===== config.mk =====
export PLATFORM = sky130hd
export DESIGN_NAME = rv_div_unit
export DESIGN_NICKNAME = d
export VERILOG_FILES = /design/src/rtl/rv_div_pkg.sv /design/src/rtl/rv_div_step.sv /design/src/rtl/rv_div_unit.sv
export SDC_FILE = /design/constraint.sdc
export NUM_CORES = 1
export LEC_CHECK = 0
export ABC_AREA = 1
export CORE_ASPECT_RATIO = 1.25
export CORE_UTILIZATION = 55
export CTS_BUF_LIST = sky130_fd_sc_hd__clkbuf_4 sky130_fd_sc_hd__clkbuf_8 sky130_fd_sc_hd__clkbuf_16
export CTS_CLUSTER_SIZE = 8
export DETAILED_ROUTE_END_ITERATION = 7
export PLACE_DENSITY = 0.79
export SYNTH_ARGS = -nofsm -noshare
export SYNTH_HDL_FRONTEND = slang
export SYNTH_SLANG_ARGS = --single-unit

===== constraint.sdc =====
create_clock -name i_clk -period 5.6 [get_ports i_clk]
set_clock_uncertainty 0.15 [all_clocks]
set_input_delay 0.84 -clock i_clk [delete_from_list [all_inputs] [get_ports i_clk]]
set_output_delay 0.84 -clock i_clk [all_outputs]
set_load 0.01 [all_outputs]

===== src/rtl/rv_div_pkg.sv =====
// Shared types and constants for the RV32M iterative divide unit.
package rv_div_pkg;

    typedef enum logic [1:0] {
        DIV  = 2'd0,
        DIVU = 2'd1,
        REM  = 2'd2,
        REMU = 2'd3
    } div_op_e;

    typedef enum logic [1:0] {
        IDLE = 2'd0,
        CALC = 2'd1,
        FIX  = 2'd2,
        DONE = 2'd3
    } div_state_e;

    localparam int          DIV_CNT_W = 5;
    localparam logic [31:0] INT_MIN   = 32'h8000_0000;
    localparam logic [31:0] ALL_ONES  = 32'hFFFF_FFFF;

endpackage


===== src/rtl/rv_div_step.sv =====
// One restoring-division iteration: shift in a dividend bit, trial subtract, restore on borrow.
module rv_div_step #(
    parameter int XLEN = 32
) (
    input  logic [XLEN-1:0] rem,
    input  logic            dividend_msb,
    input  logic [XLEN-1:0] divisor,
    output logic [XLEN-1:0] rem_next,
    output logic            q_bit
);
    logic [XLEN-1:0] shifted;
    logic [XLEN:0]   diff;

    assign shifted = {rem[XLEN-2:0], dividend_msb};
    assign diff    = {1'b0, shifted} - {1'b0, divisor};

    // The bit shifted out of rem carries weight 2^XLEN, so when it is set the
    // shifted value always exceeds the divisor and the low bits of diff are exact.
    assign q_bit    = rem[XLEN-1] | ~diff[XLEN];
    assign rem_next = q_bit ? diff[XLEN-1:0] : shifted;

endmodule


===== src/rtl/rv_div_unit.sv =====
// Multi-cycle RV32M DIV/DIVU/REM/REMU unit (restoring radix-2, then sign fixup).
// Build option RV_DIV_EARLY_OUT_EN: finish immediately when |a| < |b|.
import rv_div_pkg::*;

module rv_div_unit #(
    parameter int XLEN = 32
) (
    input  logic            i_clk,
    input  logic            i_rst,
    input  logic            i_start,
    input  logic [1:0]      i_div_op,
    input  logic [XLEN-1:0] i_op_a,
    input  logic [XLEN-1:0] i_op_b,
    input  logic            i_flush,
    output logic            o_busy,
    output logic            o_valid,
    output logic [XLEN-1:0] o_div_data
);
    // state | meaning
    // IDLE  | waiting for i_start
    // CALC  | one quotient bit per cycle, cnt XLEN-1 down to 0
    // FIX   | sign fixup, register result
    // DONE  | o_valid strobe
    div_state_e state, next_state;

    div_op_e              op;
    logic [XLEN-1:0]      dividend, divisor, rem, quo, div_data;
    logic [DIV_CNT_W-1:0] cnt;
    logic                 q_neg, r_neg;

    div_op_e         op_in;
    logic            is_signed, is_rem, div_zero, overflow, special, early;
    logic [XLEN-1:0] mag_a, mag_b, special_res, early_res, fixed_res;
    logic [XLEN-1:0] step_rem;
    logic            step_q;
    logic            accept;

    assign op_in     = div_op_e'(i_div_op);
    assign is_signed = (op_in == DIV) || (op_in == REM);
    assign is_rem    = (op_in == REM) || (op_in == REMU);
    assign mag_a     = (is_signed && i_op_a[XLEN-1]) ? -i_op_a : i_op_a;
    assign mag_b     = (is_signed && i_op_b[XLEN-1]) ? -i_op_b : i_op_b;
    assign div_zero  = (i_op_b == '0);
    assign overflow  = is_signed && (i_op_a == INT_MIN) && (i_op_b == ALL_ONES);
    assign special   = div_zero || overflow;

    always_comb begin
        special_res = '0;
        if (div_zero) special_res = is_rem ? i_op_a : ALL_ONES;
        else          special_res = is_rem ? '0 : INT_MIN;
    end

`ifdef RV_DIV_EARLY_OUT_EN
    assign early = !special && (mag_a < mag_b);
`else
    assign early = 1'b0;
`endif
    assign early_res = is_rem ? i_op_a : '0;
    assign accept    = (state == IDLE) && i_start && !i_flush;

    rv_div_step #(.XLEN(XLEN)) u_step (
        .rem          (rem),
        .dividend_msb (dividend[XLEN-1]),
        .divisor      (divisor),
        .rem_next     (step_rem),
        .q_bit        (step_q)
    );

    always_comb begin
        fixed_res = '0;
        if ((op == REM) || (op == REMU)) fixed_res = r_neg ? -rem : rem;
        else                             fixed_res = q_neg ? -quo : quo;
    end

    always_ff @(posedge i_clk or posedge i_rst) begin
        if (i_rst) state <= IDLE;
        else       state <= next_state;
    end

    always_comb begin
        next_state = state;
        o_busy     = 1'b0;
        o_valid    = 1'b0;
        case (state)
            IDLE: if (i_start) next_state = (special || early) ? DONE : CALC;
            CALC: begin
                o_busy = 1'b1;
                if (cnt == '0) next_state = FIX;
            end
            FIX: begin
                o_busy     = 1'b1;
                next_state = DONE;
            end
            DONE: begin
                o_valid    = 1'b1;
                next_state = IDLE;
            end
            default: next_state = IDLE;
        endcase
        if (i_flush) next_state = IDLE;
    end

    always_ff @(posedge i_clk or posedge i_rst) begin
        if (i_rst) begin
            op       <= DIV;
            dividend <= '0;
            divisor  <= '0;
            rem      <= '0;
            quo      <= '0;
            cnt      <= '0;
            q_neg    <= 1'b0;
            r_neg    <= 1'b0;
            div_data <= '0;
        end else begin
            if (accept) begin
                op       <= op_in;
                dividend <= mag_a;
                divisor  <= mag_b;
                rem      <= '0;
                quo      <= '0;
                cnt      <= DIV_CNT_W'(XLEN-1);
                q_neg    <= is_signed && (i_op_a[XLEN-1] ^ i_op_b[XLEN-1]);
                r_neg    <= is_signed && i_op_a[XLEN-1];
                if (special)    div_data <= special_res;
                else if (early) div_data <= early_res;
            end
            if (state == CALC) begin
                rem      <= step_rem;
                quo      <= {quo[XLEN-2:0], step_q};
                dividend <= dividend << 1;
                cnt      <= cnt - 1'b1;
            end
            if ((state == FIX) && !i_flush) div_data <= fixed_res;
        end
    end

    assign o_div_data = div_data;

endmodule


# After elaboration in Yosys (flattened, before gate mapping)
# Index checks and enable logic that the tools add are counted.
# Widths: inputs -> output; s select.
totals:
  ff_bits: 171
  inputBits: 70
classes:
  n_addsub: 6
  eq_ne: 11
  mux: 26
  bitwise: 3
  n_reduce_logical: 23
op_table:
  columns: ["cell", "n"]
  rows:
  - ["$mux 32", 17]
  - ["$neg 32->32", 4]
  - ["$eq 32x32->1 const B", 2]
  - ["$sub 32x32->33", 1]
  - ["$logic_not 32->1", 1]
  - ["$eq 2x2->1 const B", 6]
  - ["$mux 5", 2]
  - ["$logic_and 1x1->1", 8]
  - ["$mux 2", 4]
  - ["$pmux 2 s4", 1]
  - ["$ne 3x3->1 const B", 2]
  - ["$reduce_bool 2->1", 3]
  - ["$logic_not 5->1", 1]
  - ["$sub 5x1->5 const B", 1]
  - ["$logic_not 2->1", 2]
  - ["$logic_or 1x1->1", 4]
  - ["$reduce_and 2->1", 2]
  - ["$eq 2x1->1 const B", 1]
  - ["$mux 1", 2]
  - ["$reduce_or 2->1", 1]
  - ["$logic_not 1->1", 1]
  - ["$not 1->1", 1]
  - ["$or 1x1->1", 1]
  - ["$xor 1x1->1", 1]

# Logic depth before layout (Yosys ltp)
depth:
  word_depth: 9
  depth_mapped: 17
  mapped_depth_nobuf: 16

# By module
# A second synthesis with hierarchy kept.
unflattened:
  cells_unflattened: 2330
  hier_area_um2: 14351.3
modules_own_cells:
  columns: ["module", "n_inst", "cells_per_inst", "area_each_um2"]
  rows:
  - ["rv_div_unit", 1, 1658, 11222.0]
  - ["rv_div_step", 1, 672, 3129.3]

# Least setup slack after synthesis
# Ideal clock, no wire load.
synth_path:
  path_kind: "in2reg"
  start: "in i_op_b[0]"
  end: "reg divisor[26]"
  setup_time_ps: 131
  arrival_ps: 2076
  required_time_ps: 5319
  path_slack_ps: 3243
  stages: 11
  cell_sequence: "inv_1 > ha_1 > nand3_1 > nor2_4 > nand2_2 > nor2_1 > nand2_1 > o21ai_0 > nand3_1 > nand3_1 > o21ai_0"
synth_via:
  elab_chain_cells: 2
synth_lines:
  columns: ["element", "line", "text"]
  rows:
  - ["from (decl)", "rv_div_unit.sv:13", "input logic [XLEN-1:0] i_op_b,"]
  - ["$neg 32->32", "rv_div_unit.sv:42", "assign mag_b = (is_signed && i_op_b[XLEN-1]) ? -i_op_b : i_op_b;"]
  - ["$mux 32", "rv_div_unit.sv:42", null]
  - ["to (signal assigned)", "rv_div_unit.sv:118", "divisor <= mag_b;"]
  - ["to (decl)", "rv_div_unit.sv:27", "logic [XLEN-1:0] dividend, divisor, rem, quo, div_data;"]
# No other way between the ends.
# A chain may end at the register's enable or synchronous reset.

# Worst setup path after layout
layout_path:
  start: "in i_op_b[0]"
  end: "reg div_data[26], in the netlist o_div_data[26]"
layout_via:
  elab_chain_cells: 5
  elab_cells_between_ends: 10
  cone_classes: "1 x eq/ne; 4 x mux; 5 x reduce/logical"
layout_lines:
  columns: ["element", "line", "text"]
  rows:
  - ["$logic_not 32->1 or $eq 32x32->1 (tied branches)", "rv_div_unit.sv:43, rv_div_unit.sv:44", null]
  - ["$mux 32 or $logic_and 1x1->1 (tied branches)", "rv_div_unit.sv:49, rv_div_unit.sv:44", null]
  - ["$mux 32 or $logic_or 1x1->1 (tied branches)", "rv_div_unit.sv:124, rv_div_unit.sv:45", null]
  - ["$mux 32 or $reduce_bool 2->1 (tied branches)", null, null]
  - ["$mux 32 or $reduce_and 2->1 (tied branches)", null, null]
  - ["to (signal assigned)", "rv_div_unit.sv:124", "if (special) div_data <= special_res;"]
  - ["to (signal assigned)", "rv_div_unit.sv:125", "else if (early) div_data <= early_res;"]
  - ["to (signal assigned)", "rv_div_unit.sv:133", "if ((state == FIX) && !i_flush) div_data <= fixed_res;"]
  - ["to (decl)", "rv_div_unit.sv:27", null]
# Several ways; a longest one is shown, not always the timed one. The select of a mux whose other input is x is not followed.

==> flow_results.xml <==
<?xml version="1.0" encoding="UTF-8"?>
<metrics>
  <group name="power_and_ir_drop">
    <metric name="cellPowerDensity" unit="nW/µm²">561</metric>
    <metric name="leakagePower" unit="µW">0.00781</metric>
    <metric name="ir_drop" unit="µV">535</metric>
  </group>
  <group name="synthesis">
    <metric name="dominantRegCellSynth" unit="">dfrtp_1</metric>
    <metric name="synth_warnings" unit="">0</metric>
    <metric name="post_synth.cell_area_avg" unit="µm²">6.28</metric>
    <metric name="synth_sequential_area_ratio" unit="%">30.9</metric>
    <metric name="syn_nets" unit="">2302</metric>
    <metric name="synth.distinct_cells" unit="">45</metric>
    <metric name="synth_cells" unit="">2188</metric>
    <metric name="asyncSetResetFlopFracSynth" unit="%">100</metric>
    <metric name="synth_edf_count" unit="">0</metric>
    <metric name="synth-seq-cells" unit="">170</metric>
    <metric name="mappedNetlistArea" unit="µm²">13700</metric>
  </group>
  <group name="clock_tree">
    <metric name="worst_setup_hold_path_clk_slew" unit="ps">70</metric>
    <metric name="clock_path_buffers" unit="">2</metric>
    <metric name="ctsRootBufferMaster" unit="">clkbuf_16</metric>
    <metric name="ctsHtreeMaxLevel" unit="">4</metric>
    <metric name="tritoncts" unit="">done</metric>
    <metric name="numCtsBuffers" unit="">17</metric>
    <metric name="clock-sinks" unit="">170</metric>
    <metric name="clk_latency" unit="ps">460</metric>
    <metric name="post_cts_hold_buffer_count" unit="">0</metric>
    <metric name="post_cts.resized_instances" unit="">0</metric>
    <metric name="cts_setup_buffers" unit="">0</metric>
  </group>
  <group name="worst_setup_path">
    <metric name="critical_path.cell_chain" unit="">clkdlybuf4s50_1 &gt; inv_1 &gt; ha_1 &gt; nand3_1 &gt; inv_1 &gt; nand3_1 &gt; nor2_1 &gt; nand3_1 &gt; nand3_1 &gt; nand2_2 &gt; inv_2 &gt; nor2_1 &gt; a21oi_1</metric>
    <metric name="critical_path.slowest_cell" unit="">inv_2</metric>
    <metric name="crit_path_max_incr_delay" unit="ps">580</metric>
    <metric name="timing.critical_path.fanout_max" unit="">33</metric>
    <metric name="cp_data_arrival_time" unit="ps">3730</metric>
    <metric name="worst_setup_path_start_kind" unit="">primary input</metric>
    <metric name="critical-path-top-cell-by-count" unit="">nand3_1</metric>
    <metric name="worst_ep_required_time" unit="ps">5830</metric>
    <metric name="setup.worst_path.class" unit="">primary input to flip-flop</metric>
    <metric name="crit_path_end_kind" unit="">flip-flop</metric>
  </group>
  <group name="timing">
    <metric name="setup_ws" unit="ps">2100</metric>
    <metric name="final_hold_slack" unit="ps">327</metric>
    <metric name="relSlewSlack" unit="%">26.7</metric>
    <metric name="total_negative_slack_for_setup_checks" unit="ps">0</metric>
    <metric name="finalMaxSlewViolations" unit="">0</metric>
    <metric name="layout_worst_path_cycle_share" unit="%">62.5</metric>
    <metric name="max_freq" unit="GHz">0.286</metric>
    <metric name="worst-slew-pin-transition" unit="ps">1090</metric>
    <metric name="total_of_endpoints_with_negative_setup_slack_in_the_final_report" unit="">0</metric>
    <metric name="final-hold-violation-count" unit="">0</metric>
    <metric name="timing.final.crit_period" unit="ps">3500</metric>
    <metric name="grt_setup_unrepaired" unit="">false</metric>
  </group>
  <group name="grt">
    <metric name="use_met1" unit="%">47.6</metric>
    <metric name="number_of_antenna_violations_at_the_first_check_in_global_routing" unit="">0</metric>
    <metric name="grt_max_degree" unit="">72</metric>
    <metric name="grtUsageTotal" unit="%">37.0</metric>
    <metric name="use_met3" unit="%">5.98</metric>
    <metric name="global_routing_usage_on_met2" unit="%">57.7</metric>
    <metric name="grt_first_pass_wirelength" unit="mm">73.0</metric>
    <metric name="overflow" unit="">0</metric>
    <metric name="globalRoute.busiestLayer" unit="">met2</metric>
    <metric name="grt_pass1_vias" unit="">14100</metric>
  </group>
  <group name="finish">
    <metric name="fillCellCount" unit="">2369</metric>
    <metric name="final_cells" unit="">2590</metric>
    <metric name="fin_area" unit="µm²">15600</metric>
    <metric name="num_antenna_cells" unit="">0</metric>
    <metric name="area_growth" unit="%">13.1</metric>
    <metric name="total_nets_final" unit="">2363</metric>
    <metric name="post_route_cells_drive_above_1_share" unit="%">4.34</metric>
  </group>
  <group name="flow_run">
    <metric name="maxCapViolCount" unit="">0</metric>
  </group>
  <group name="floorplanning">
    <metric name="coreArea" unit="µm²">24500</metric>
    <metric name="ios" unit="">104</metric>
    <metric name="die_x" unit="µm">143</metric>
    <metric name="num_rows" unit="">64</metric>
    <metric name="dieHeight" unit="µm">179</metric>
    <metric name="initial_core_util" unit="%">56.1</metric>
    <metric name="fp.dieArea" unit="µm²">25600</metric>
  </group>
  <group name="placed_design">
    <metric name="postPlaceCellArea" unit="µm²">15000</metric>
    <metric name="place_hpwl" unit="mm">34.6</metric>
    <metric name="place_congestion" unit="">0.989</metric>
    <metric name="portBuffers" unit="">103</metric>
    <metric name="dpl.cell_count" unit="">2560</metric>
    <metric name="dp_slack" unit="ps">1680</metric>
  </group>
  <group name="min_path">
    <metric name="hold_class" unit="">flip-flop to flip-flop</metric>
  </group>
  <group name="routing">
    <metric name="finalWirelength" unit="mm">45.9</metric>
    <metric name="antenna_left" unit="">0</metric>
    <metric name="firstDrtPassIters" unit="">6</metric>
    <metric name="per_cell_routed_wire_length" unit="µm">17.7</metric>
    <metric name="detailedRoute.firstIterationViolations" unit="">1263</metric>
    <metric name="detail_route.drc_violations" unit="">0</metric>
    <metric name="routed_via_density" unit="">5.75</metric>
    <metric name="route.vias.total" unit="">14900</metric>
  </group>
  <group name="run_status">
    <metric name="status" unit="">complete, no violations</metric>
  </group>
</metrics>
## final cells by class
cell class	instances	area, µm²	area share [%]
timing repair buffer	119	1150	7.40
clock buffer	19	447	2.87
clock inverter	11	136	0.877
sequential	170	4250	27.4
tap	330	413	2.65
multi-input combinational	1663	8100	52.1
inverter	278	1050	6.74
## critical path: cells and delay by family
family / cells / cell delay, ps
adders and majority gates: 1 / 180
and+or+nand+nor: 7 / 1310
buffers and inverters: 4 / 1240
AOI/OAI and AO/OA: 1 / 140
## cell usage after synthesis (17+ instances only)
master,count,area (µm²)
ha_1,43,538
nand4_1,37,231
nand3_1,247,1240
clkbuf_1,48,180
o22ai_1,44,275
o211ai_1,24,180
nor2_1,212,796
xor2_1,30,263
a21oi_1,70,350
o21ai_0,142,711
buf_2,17,85.1
dfrtp_1,170,4250
nand2_1,685,2570
o21ai_1,20,100
inv_1,266,998
## worst paths after layout
kind / from / to / slack (ps) / cells after the start
max in group asynchronous: i_rst / state[1] / 3370 / 3
min in group asynchronous: i_rst / quo[6] / 700 / 2
max reg2reg: rem[0] / rem[22] / 2280 / 16
max: i_op_b[0] / o_div_data[26] / 2100 / 13
min reg2reg: o_div_data[23] / o_div_data[23] / 330 / 2
min: o_div_data[23] / o_div_data[23] / 330 / 2
## layer usage
| metal | part of all wire, % | vias to the layer above |
|---|---|---|
| met5 | 0 | - |
| met4 | 6.5 | 0 |
| met3 | 7.5 | 155 |
| met2 | 45 | 651 |
| met1 | 41 | 6831 |
| li1 | - | 7248 |
## cell families (layout without fill, tap and decap cells)
family                   after synthesis  in the layout  synth area share (%)
AND/OR/NAND/NOR                     1247           1247                  38.6
AO/OA/AOI/OAI                        330            330                  13.5
adder cells (fa/ha/maj)               44             44                  4.06
buffers and inverters                355            427                  10.3
flip-flops                           170            170                  30.9
XOR/XNOR                              42             42                  2.68
## stage by stage
| step | util (%) | total power [µW] |
|---|---|---|
| 3_3_place_gp | 61.1 | 7250 |
| 6_report | 63.5 | 8730 |
| 5_1_grt | 63.5 | 9490 |
| 2_1_floorplan | - | 5910 |
| 3_5_place_dp | 61.1 | 7350 |
| 4_1_cts | 63.5 | 8610 |
## flip-flops by register name (all words and copies together), names as in the netlist, 2 cells and up
name and cells:
quo 32, dividend 32, divisor 32, o_div_data 32, state 2, rem 32
cnt 5
## cell usage in the layout, fill, tap and decap left out, types with 7 or more instances in the layout
master	netlist	routed
inv_1	266	264
nor3_1	14	14
o221ai_1	12	12
nand2_2	7	7
ha_1	43	42
o22ai_1	44	44
o211ai_1	24	24
nand4_1	37	37
clkbuf_16	0	17
dfrtp_1	170	170
buf_4	3	16
nor2_1	212	210
o21ai_0	142	142
nand2_1	685	685
inv_2	11	11
nor2_2	8	9
xnor2_1	12	12
clkdlybuf4s50_1	0	103
nand3_1	247	247
a21oi_1	70	70
o21ai_1	20	20
xor2_1	30	30
nand3b_1	8	8
## report_power, final
| part | internal [µW] | switching, µW | total, µW |
|---|---|---|---|
| Sequential | 1630 | 373 | 2000 |
| Clock | 677 | 550 | 1230 |
| Combinational | 1780 | 3720 | 5500 |
| Total | 4090 | 4640 | 8730 |
Note: power is estimated with default switching activity, not from simulation.
